File: config.mk
export PLATFORM = sky130hd
export DESIGN_NAME = pc_sequencer
export DESIGN_NICKNAME = d
export VERILOG_FILES = /design/src/rtl/cpu_pkg.sv /design/src/rtl/sat_counter.sv /design/src/rtl/pc_sequencer.sv
export SDC_FILE = /design/constraint.sdc
export NUM_CORES = 1
export LEC_CHECK = 0
export CELL_PAD_IN_SITES_DETAIL_PLACEMENT = 0
export CELL_PAD_IN_SITES_GLOBAL_PLACEMENT = 1
export CORE_AREA = 2 2 122 213
export CTS_CLUSTER_SIZE = 8
export DETAILED_ROUTE_END_ITERATION = 16
export DIE_AREA = 0 0 124 215
export PLACE_DENSITY = 0.77
export SYNTH_ARGS = -nofsm -noshare
export SYNTH_HDL_FRONTEND = slang
export SYNTH_SLANG_ARGS = --single-unit
File: constraint.sdc
create_clock -name clock -period 4.4 [get_ports clock]
set_input_delay 0.88 -clock clock [delete_from_list [all_inputs] [get_ports clock]]
set_output_delay 0.88 -clock clock [all_outputs]
set_load 0.02 [all_outputs]
File: src/rtl/cpu_pkg.sv
// cpu_pkg: shared CPU constants and the fetch-controller state type.
// Contents:
//   ADDR_W_DEF   - default PC / target width, shared with the PC/IMEM path
//   RESET_PC_DEF - default PC loaded on reset
//   state_t      - fetch sequencer states BOOT, RUN, DRAIN, HALT
package cpu_pkg;
    localparam int unsigned ADDR_W_DEF   = 64;
    localparam logic [63:0] RESET_PC_DEF = 64'd0;
    typedef enum logic [1:0] {BOOT, RUN, DRAIN, HALT} state_t;
endpackage

File: src/rtl/sat_counter.sv
// sat_counter: W-bit event counter that sticks at all-ones instead of wrapping.
// Ports:
//   clock   in  rising-edge clock
//   reset_n in  asynchronous active-low reset, clears count
//   inc     in  count this cycle
//   count   out registered saturating count
module sat_counter #(
    parameter int unsigned W = 32
) (
    input  logic         clock,
    input  logic         reset_n,
    input  logic         inc,
    output logic [W-1:0] count
);
    always_ff @(posedge clock or negedge reset_n)
        if (!reset_n)
            count <= '0;
        else if (inc && count != '1)
            count <= count + 1'b1;
endmodule

File: src/rtl/pc_sequencer.sv
// pc_sequencer: fetch-stage controller owning the program counter.
// Ports:
//   clock, reset_n           rising-edge clock, asynchronous active-low reset
//   stall                    load-use stall: hold pc, no new fetch
//   branch_taken/_target     MEM-stage redirect to a word address
//   halt_req                 MEM-stage halt pulse: drain then halt
//   resume/resume_pc         restart from HALT at resume_pc
//   pc, fetch_valid          registered fetch address and its valid
//   flush                    combinational wrong-path kill on a redirect
//   halted                   registered quiesced indication
//   redirect_count           saturating count of accepted redirects
//   stall_count              saturating count of honoured stall cycles
module pc_sequencer
    import cpu_pkg::*;
#(
    parameter int unsigned        ADDR_W       = ADDR_W_DEF,
    parameter logic [ADDR_W-1:0]  RESET_PC     = RESET_PC_DEF[ADDR_W-1:0],
    parameter int unsigned        DRAIN_CYCLES = 3,
    parameter int unsigned        CNT_W        = 32
) (
    input  logic              clock,
    input  logic              reset_n,
    input  logic              stall,
    input  logic              branch_taken,
    input  logic [ADDR_W-1:0] branch_target,
    input  logic              halt_req,
    input  logic              resume,
    input  logic [ADDR_W-1:0] resume_pc,
    output logic [ADDR_W-1:0] pc,
    output logic              fetch_valid,
    output logic              flush,
    output logic              halted,
    output logic [CNT_W-1:0]  redirect_count,
    output logic [CNT_W-1:0]  stall_count
);
    localparam logic [3:0] DRAIN_INIT = 4'(DRAIN_CYCLES);

    state_t            state, state_n;
    logic [ADDR_W-1:0] pc_n;
    logic              fetch_valid_n, halted_n, stall_hold;
    logic [3:0]        drain_cnt, drain_n;

    // A redirect outranks halt and stall, so a stall only counts when nothing older wins.
    assign flush      = state == RUN && branch_taken;
    assign stall_hold = state == RUN && !branch_taken && !halt_req && stall;

    always_comb begin
        state_n       = state;
        pc_n          = pc;
        fetch_valid_n = 1'b0;
        halted_n      = halted;
        drain_n       = drain_cnt;
        case (state)
            BOOT: begin
                state_n       = RUN;
                pc_n          = RESET_PC;
                fetch_valid_n = 1'b1;
            end
            RUN: begin
                if (branch_taken) begin
                    pc_n          = branch_target;
                    fetch_valid_n = 1'b1;
                end else if (halt_req) begin
                    state_n = DRAIN;
                    drain_n = DRAIN_INIT;
                end else if (!stall) begin
                    pc_n          = pc + 1'b1;
                    fetch_valid_n = 1'b1;
                end
            end
            DRAIN: begin
                drain_n = drain_cnt - 4'd1;
                if (drain_cnt == 4'd1) begin
                    state_n  = HALT;
                    halted_n = 1'b1;
                end
            end
            HALT: begin
                if (resume) begin
                    state_n       = RUN;
                    pc_n          = resume_pc;
                    fetch_valid_n = 1'b1;
                    halted_n      = 1'b0;
                end
            end
        endcase
    end

    always_ff @(posedge clock or negedge reset_n)
        if (!reset_n) begin
            state       <= BOOT;
            pc          <= RESET_PC;
            fetch_valid <= 1'b0;
            halted      <= 1'b0;
            drain_cnt   <= 4'd0;
        end else begin
            state       <= state_n;
            pc          <= pc_n;
            fetch_valid <= fetch_valid_n;
            halted      <= halted_n;
            drain_cnt   <= drain_n;
        end

    sat_counter #(.W(CNT_W)) u_redirect_count (
        .clock   (clock),
        .reset_n (reset_n),
        .inc     (flush),
        .count   (redirect_count)
    );

    sat_counter #(.W(CNT_W)) u_stall_count (
        .clock   (clock),
        .reset_n (reset_n),
        .inc     (stall_hold),
        .count   (stall_count)
    );
endmodule
==> results of run 1 <==
[per-layer routing]
layer  vias up  routed length, microns  GRT usage (%)
met5         -                       0              0
met4         0                     758           8.35
met3        42                    1810           4.99
met2       282                   17100           42.8
met1      4259                   11700           26.1
li1       4159                       -              -
[flip-flops by register name, summed over array words and instances (netlist names)]
signal	count
halted	1
drain_cnt	4
fetch_valid	1
u_stall_count.count	32
u_redirect_count.count	32
state	2
pc	64
[report_power, final]
group	total, uW	switching [uW]	leakage (uW)	internal [uW]
logic	3140	1790	0.00261	1350
clock network	1520	575	0.000301	940
registers	2160	577	0.00179	1580
total	6810	2940	0.00470	3870
[cell type report]
cell class | instances | area, sq um
clock buffers | 22 | 474
multi-input cells | 728 | 4880
fillers | 2430 | 12900
inverters | 28 | 105
flip-flops and latches | 136 | 3400
well taps | 316 | 395
repair buffers | 279 | 2760
clock inverters | 10 | 143
[layout by cell type (no fill, tap or decap), drive strengths merged, types with 22 or more instances in the layout]
master         synthesis  final
a21oi                 28     28
a22oi                 40     40
clkbuf                34     22
clkdlybuf4s50          0    263
dfrtp                136    136
inv                   28     29
nand2                 75     75
nand3                 57     57
nand4                 74     74
nor2                  55     55
nor3                  24     24
nor4                  29     29
o21ai                 53     53
xnor2                 48     48
[stage by stage]
step / std cells / hold WS [ns]
floorplan: 941 / 0.521
global placement: 1487 / 0.481
detailed placement: 1487 / 0.485
CTS: 1519 / 0.498
global route: 1519 / 0.512
finish: 1519 / 0.493
[how the worst max path moves through the flow]
stage	from	endpoint	depth (start not counted)
finish	branch_taken	flush	5
global route	branch_taken	flush	5
CTS	branch_taken	flush	5
detailed placement	halt_req	pc[18]	6
global placement	halt_req	pc[18]	6
floorplan	branch_taken	flush	5
[cells by family (layout without fill, tap and decap cells)]
kind of cell               Yosys count  after routing
adders and majority gates           10             10
AOI/OAI and AO/OA                  248            248
xor gates and xnor gates            58             58
muxes                                8              8
and+or+nand+nor                    404            404
buffers and inverters               77            339
DFF                                136            136
==> results.py, run 1 <==
metrics = {
    "critical_path": {
        "critPathMaxStageDelay_ns": 0.62,
        "r2r_slack_ns": 1.44,
        "reg2reg_from": "pc[0]",
        "rr_endpoint": "pc[58]",
        "critPathBufInv": 4,
        "path_class": "in2out",
        "cp_common_cell": "clkdlybuf4s50_1",
        "reg2reg_depth": 6,
        "cpLargestDelayFamily": "buffers and inverters",
        "worstSetupStartpointType": "primary input",
        "endpoint_kind": "output port",
        "worstPathRequired_ns": 3.52,
        "crit_chain": "clkdlybuf4s50_1 -> buf_4 -> nand2_1 -> inv_2 -> clkdlybuf4s50_1",
        "cp_max_fo": 10,
        "slowest_stage": "clkdlybuf4s50_1",
        "arrival_ns": 2.39,
    },
    "clock_network": {
        "cts_hold_buf": 0,
        "cts_resized": 0,
        "numCtsBuffers": 17,
        "insertion_delay_ns": 0.43,
        "cts_tree": "built",
        "clock-sinks": 136,
        "path_clk_slew_ns": 0.06,
        "htreeDepth": 4,
        "cts.path.max_buffers": 2,
        "root_buffer": "clkbuf_16",
        "post_cts_buffers": 0,
    },
    "floorplanning": {
        "initial_core_util_pct": 34.3,
        "fp.dieH_microns": 215,
        "rows": 77,
        "die_area_sq_mm": 0.0267,
        "die_x_microns": 124,
        "ios": 265,
        "core_sq_mm": 0.0250,
    },
    "logic_synthesis": {
        "yosys.area_share.adder_pct": 1.46,
        "syn-num-nets": 1085,
        "synth_top_cell_area_share_pct": 39.7,
        "ys_seq_elements": 136,
        "synth.area.top_cells": "dfrtp_1 40%, xnor2_1 4.9%, nand4_1 4.8%",
        "synth_area_sq_mm": 0.00858,
        "avgSynthCellArea_sq_um": 9.12,
        "synthFlopType": "dfrtp_1",
        "synth-edff-count": 0,
        "yosys.area_share.simple_pct": 27.7,
        "synth_top_area_cell": "dfrtp_1",
        "netlist-cell-type-count": 70,
        "yosys-top-cells-count": "136 x dfrtp_1, 75 x nand2_1, 66 x nand4_1",
        "postSynth.asyncResetShare_pct": 100,
        "synth_compound_area_share_pct": 20.7,
        "synthMuxAreaShare_pct": 0.977,
        "synth_top_family_by_area": "simple AND/OR/NAND/NOR gates",
        "ys_seq_area_share_pct": 39.7,
        "synthCells": 941,
        "synth_xor_area_share_pct": 5.92,
        "yosysWarnings": 0,
        "synth.most_common_cell": "dfrtp_1",
    },
    "timing": {
        "setup_violations": 0,
        "hold_viol_final": 0,
        "worstMarginPinSlew_ns": 1.04,
        "skew_ns": 0.00872,
        "fin_ws_ns": 1.13,
        "setup-tns-final_ns": 0,
        "rsz0062_at_grt": "false",
        "maxSlewViolCount": 0,
        "fin_crit_sh_pct": 74.4,
        "slew_headroom_pct": 30.1,
        "period_minus_slack_ns": 3.27,
        "clock.fmax_ghz": 0.306,
    },
    "hold_path": {
        "hold-path-endpoint": "u_redirect_count.count[20]",
        "min_path_type": "reg2reg",
        "min_path_cells": 1,
        "hold_path_startpoint": "u_redirect_count.count[20]",
    },
    "power_and_ir_drop": {
        "p_per_area_mw_per_mm2": 560,
        "leakage_uw": 0.00470,
        "ir_worst_vdd_mv": 0.386,
        "total_power_uw": 6810,
    },
    "grt": {
        "antenna_found_initial": 0,
        "grt_pass1_vias": 8768,
        "grt_pass1_wl_mm": 48.4,
        "overflow": 0,
        "track_usage_pct": 23.4,
        "grt_start_max_net_pins": 78,
    },
    "routing": {
        "wl_per_cell_microns": 20.6,
        "drt_iter0_drc": 533,
        "postRouteAntennaNets": 0,
        "firstDrtPassIters": 8,
        "drt-total-wl_mm": 31.3,
        "vias_per_cell": 5.76,
        "route.detailed.drc": 0,
        "route.vias.total": 8742,
    },
    "place": {
        "placed_area_sq_mm": 0.0115,
        "gp_congestion": 0.885,
        "hpwlAfterDp_mm": 23.0,
        "port_buffers": 264,
        "pre_cts_ws_ns": 1.01,
    },
    "job": {
        "max_cap_viol_count": 0,
    },
    "final_layout": {
        "final_core_util_pct": 48.5,
        "synthToLayoutAreaGrowth_pct": 41.7,
        "layout-drive-gt1-share_pct": 7.07,
        "final_area_sq_mm": 0.0122,
        "antennaDiodeCount": 0,
        "nets": 1334,
    },
    "status": {
        "outcome": "finished, final reports clean",
    },
}
(Power assumes the default switching activity.)
==> inputs of run 2 (changes only) <==
Settings changed: CORE_AREA 2 2 122 213 to 2 2 127 222, DIE_AREA 0 0 124 215 to 0 0 129 224, PLACE_DENSITY 0.77 to 0.74.
Clock period 4.4 ns to 2.9 ns, I/O delays scaled along.
==> results.py, run 2 (synthesized netlist as in run 1, its figures left out) <==
metrics = {
    "grt": {
        "grt_start_max_net_pins": 67,
        "grt_pass1_wl_mm": 49.2,
        "antenna_found_initial": 1,
        "grt_pass1_vias": 8904,
        "overflow": 0,
        "track_usage_pct": 22.1,
    },
    "timing": {
        "rsz0062_at_grt": "false",
        "holdWs_ns": 0.0473,
        "setup_violations": 0,
        "clock.fmax_ghz": 0.365,
        "setup-tns-final_ns": 0,
        "fin_crit_sh_pct": 94.4,
        "worstMarginPinSlew_ns": 0.747,
        "slew_headroom_pct": 50.2,
        "skew_ns": 0.00615,
        "hold_viol_final": 0,
        "maxSlewViolCount": 0,
        "period_minus_slack_ns": 2.74,
    },
    "final_layout": {
        "synthToLayoutAreaGrowth_pct": 44.9,
        "largest_register_ffs": 64,
        "final_common_cell": "clkdlybuf4s50_1",
        "layout-drive-gt1-share_pct": 8.98,
        "final_cell_mix": "263 x clkdlybuf4s50_1, 136 x dfrtp_1, 75 x nand2_1, 66 x nand4_1",
        "final_core_util_pct": 45.8,
        "antennaDiodeCount": 0,
        "nets": 1356,
        "regMostFlops": "pc",
        "largestRegisters": "pc: 64 flops, u_redirect_count.count: 32 flops, u_stall_count.count: 32 flops",
    },
    "critical_path": {
        "critPathBufInv": 3,
        "arrival_ns": 2.16,
        "worstSetupStartpointType": "flop",
        "endpoint_kind": "output port",
        "worstPathRequired_ns": 2.32,
        "critPathMaxStageDelay_ns": 0.64,
        "path_class": "reg2out",
        "crit_chain": "inv_1 -> ha_4 -> nand2_1 -> inv_2 -> clkdlybuf4s50_1",
        "slowest_stage": "clkdlybuf4s50_1",
        "cp_max_fo": 9,
        "r2r_slack_ns": 0.38,
        "cpLargestDelayFamily": "buffers and inverters",
    },
    "clock_network": {
        "cts.path.max_buffers": 2,
        "cts_hold_buf": 0,
        "numCtsBuffers": 17,
        "clock-sinks": 136,
        "insertion_delay_ns": 0.44,
        "htreeDepth": 4,
        "post_cts_buffers": 0,
        "path_clk_slew_ns": 0.06,
        "root_buffer": "clkbuf_16",
        "cts_tree": "built",
    },
    "routing": {
        "firstDrtPassIters": 5,
        "drt_iter0_drc": 559,
        "route.detailed.drc": 0,
        "route.vias.total": 8959,
        "postRouteAntennaNets": 0,
        "wl_per_cell_microns": 20.1,
        "vias_per_cell": 5.62,
        "drt-total-wl_mm": 32.1,
    },
    "power_and_ir_drop": {
        "p_per_area_mw_per_mm2": 842,
        "ir_worst_vdd_mv": 0.579,
        "leakage_uw": 0.00481,
    },
    "place": {
        "gp_congestion": 0.855,
        "port_buffers": 264,
        "hpwlAfterDp_mm": 23.8,
    },
    "floorplanning": {
        "core_sq_mm": 0.0271,
        "die_area_sq_mm": 0.0289,
        "ios": 265,
        "fp.dieH_microns": 224,
        "die_x_microns": 129,
        "initial_core_util_pct": 31.6,
        "rows": 80,
    },
    "job": {
        "max_cap_viol_count": 0,
    },
    "status": {
        "outcome": "finished, final reports clean",
    },
    "hold_path": {
        "min_path_type": "in2async",
    },
}
run 2: final cells by class:
cell class | count | area [sq um]
multi-input combinational | 728 | 4890
clock buffer | 17 | 425
timing repair buffer | 301 | 2970
sequential | 136 | 3400
fill | 2689 | 14700
clock inverter | 15 | 168
tap | 369 | 462
inverter | 28 | 105
run 2: worst paths after layout:
kind	start	to	cells past startpoint
max in group asynchronous	reset_n	u_redirect_count.count[19]	2
worst max-delay path	state[1]	flush	5
min in group clock	u_redirect_count.count[16]	u_redirect_count.count[16]	1
worst min register to register	u_redirect_count.count[16]	u_redirect_count.count[16]	1
worst max register to register	pc[35]	pc[58]	5
worst min-delay path	reset_n	pc[39]	1
run 2: repair_timing:
item                                    in CTS  in global routing
endpoints found under the setup margin       1                  1
hold endpoints to repair                     0                  0
resized for setup                            1                  1
run 2: metrics by stage:
step / std cells / setup slack, ns / cell area (sq um) / total power [uW]
3_3_place_gp: 1562 / 0.137 / 11800 / 8200
3_5_place_dp: 1562 / 0.148 / 11800 / 8270
6_report: 1594 / 0.162 / 12400 / 10500
2_1_floorplan: 941 / 0.612 / 8580 / 5940
4_1_cts: 1594 / 0.0325 / 12400 / 10500
5_1_grt: 1594 / 0.0345 / 12400 / 11100
run 2: layer usage:
layer	vias to the layer above	GRT usage (%)	part of all wire, %
met3	68	4.63	5.7
li1	4196	-	-
met5	-	0	0.034
met1	4370	24.1	38
met2	323	40.1	53
met4	2	10.3	3.5
run 2: power by group:
| group | total, uW | internal [uW] | leakage, uW | switching (uW) |
|---|---|---|---|---|
| logic | 4960 | 2170 | 0.00274 | 2790 |
| clock network | 2230 | 1280 | 0.000279 | 946 |
| registers | 3280 | 2400 | 0.00179 | 880 |
run 2: worst register-to-register path: cells and delay by family (launching register included):
| kind | cells | cell delay (ns) |
|---|---|---|
| AND/OR/NAND/NOR | 4 | 1.54 |
| flip-flops | 1 | 0.52 |
| AO/OA/AOI/OAI | 1 | 0.35 |
==> inputs of run 3 (changes only) <==
Settings changed: SETUP_SLACK_MARGIN set to 0.5.
==> results.py, run 3 (synthesized netlist as in run 1, its figures left out) <==
metrics = {
    "status": {
        "outcome": "finished, final reports clean",
    },
    "timing": {
        "setup-tns-final_ns": 0,
        "skew_ns": 0.00590,
        "fin_crit_sh_pct": 80.8,
        "rsz0062_at_grt": "false",
        "maxSlewViolCount": 0,
        "worstMarginPinSlew_ns": 0.751,
        "hold_viol_final": 0,
        "clock.fmax_ghz": 0.427,
        "slew_headroom_pct": 49.9,
        "period_minus_slack_ns": 2.34,
        "setup_violations": 0,
    },
    "routing": {
        "route.detailed.drc": 0,
        "route.vias.total": 8994,
        "vias_per_cell": 5.60,
        "firstDrtPassIters": 7,
        "drt-total-wl_mm": 32.1,
        "wl_per_cell_microns": 20.0,
        "drt_iter0_drc": 512,
        "postRouteAntennaNets": 0,
    },
    "final_layout": {
        "regMostFlops": "pc",
        "synthToLayoutAreaGrowth_pct": 46.3,
        "nets": 1367,
        "layout-drive-gt1-share_pct": 10.4,
        "final_core_util_pct": 46.3,
        "final_common_cell": "clkdlybuf4s50_1",
        "largestRegisters": "pc: 64 flops, u_redirect_count.count: 32 flops, u_stall_count.count: 32 flops",
        "fillers": 2687,
        "final_cell_mix": "262 x clkdlybuf4s50_1, 133 x dfrtp_1, 75 x nand2_1, 66 x nand4_1",
        "antennaDiodeCount": 0,
        "largest_register_ffs": 64,
    },
    "floorplanning": {
        "initial_core_util_pct": 31.6,
        "ios": 265,
        "die_x_microns": 129,
        "fp.dieH_microns": 224,
        "rows": 80,
        "die_area_sq_mm": 0.0289,
        "core_sq_mm": 0.0271,
    },
    "critical_path": {
        "critPathMaxStageDelay_ns": 0.50,
        "crit_chain": "nand4_1 -> buf_4 -> nor4_4 -> nand4_2 -> or3_1 -> a311o_1",
        "arrival_ns": 2.67,
        "slowest_stage": "dfrtp_1",
        "worstPathRequired_ns": 3.23,
        "worstSetupStartpointType": "flop",
        "path_class": "reg2reg",
        "cp_max_fo": 6,
        "critPathBufInv": 1,
        "cpLargestDelayFamily": "simple AND/OR/NAND/NOR gates",
        "endpoint_kind": "flop",
    },
    "grt": {
        "grt_pass1_vias": 8939,
        "track_usage_pct": 22.1,
        "grt_pass1_wl_mm": 49.3,
        "overflow": 0,
        "grt_start_max_net_pins": 67,
        "antenna_found_initial": 1,
    },
    "place": {
        "hpwlAfterDp_mm": 23.8,
        "port_buffers": 264,
        "gp_congestion": 0.855,
    },
    "hold_path": {
        "min_path_type": "in2async",
    },
    "clock_network": {
        "insertion_delay_ns": 0.44,
        "cts.path.max_buffers": 2,
        "clock-sinks": 136,
        "htreeDepth": 4,
        "cts_tree": "built",
        "root_buffer": "clkbuf_16",
        "numCtsBuffers": 17,
        "path_clk_slew_ns": 0.06,
    },
    "job": {
        "max_cap_viol_count": 0,
    },
    "power_and_ir_drop": {
        "leakage_uw": 0.00487,
        "ir_worst_vdd_mv": 0.549,
        "p_per_area_mw_per_mm2": 839,
    },
}
run 3: final cells by class:
class	count	area [sq um]	area share, %
multi-input cells	728	4930	39.3
flip-flops and latches	136	3410	27.1
repair buffers	312	3060	24.3
well taps	369	462	3.68
clock buffers	17	425	3.39
clock inverters	15	168	1.34
inverters	28	105	0.837
run 3: worst paths after layout:
kind	start	end	slack [ns]	cells past startpoint
max	pc[19]	pc[58]	0.56	6
min	reset_n	pc[39]	0.04	1
max reg2reg	pc[19]	pc[58]	0.56	6
min reg2reg	u_redirect_count.count[16]	u_redirect_count.count[16]	0.49	1
max in group asynchronous	reset_n	pc[0]	2.10	2
min in group clock	u_redirect_count.count[16]	u_redirect_count.count[16]	0.49	1
run 3: routing by layer:
layer | wire (microns) | GRT usage (%) | vias to the layer above
met5 | 11 | 0 | -
met4 | 1190 | 10.4 | 2
met3 | 1740 | 4.63 | 72
met2 | 17000 | 40.3 | 318
met1 | 12200 | 24.1 | 4381
li1 | - | - | 4221
run 3: what timing repair did:
item	CTS	global route
hold buffers	0	0
setup buffers	2	9
endpoints found under the setup margin	11	14
pin swaps	1	5
gates cloned	0	0
resized for setup	8	9
run 3: through the flow:
step           power, uW  cell area, sq um  hold WS, ns  worst slack, ns  instances
2_1_floorplan       5940              8580        0.284            0.612        941
3_3_place_gp        8200             11800        0.483            0.137       1562
3_5_place_dp        8270             11800        0.483            0.148       1562
4_1_cts            10600             12500       0.0344            0.489       1596
5_1_grt            11200             12600       0.0504            0.502       1605
6_report           10500             12600       0.0422            0.555       1605
run 3: where the power goes:
part | switching [uW] | internal, uW
logic | 2810 | 2210
registers | 888 | 2400
clock network | 943 | 1280
total | 4640 | 5890
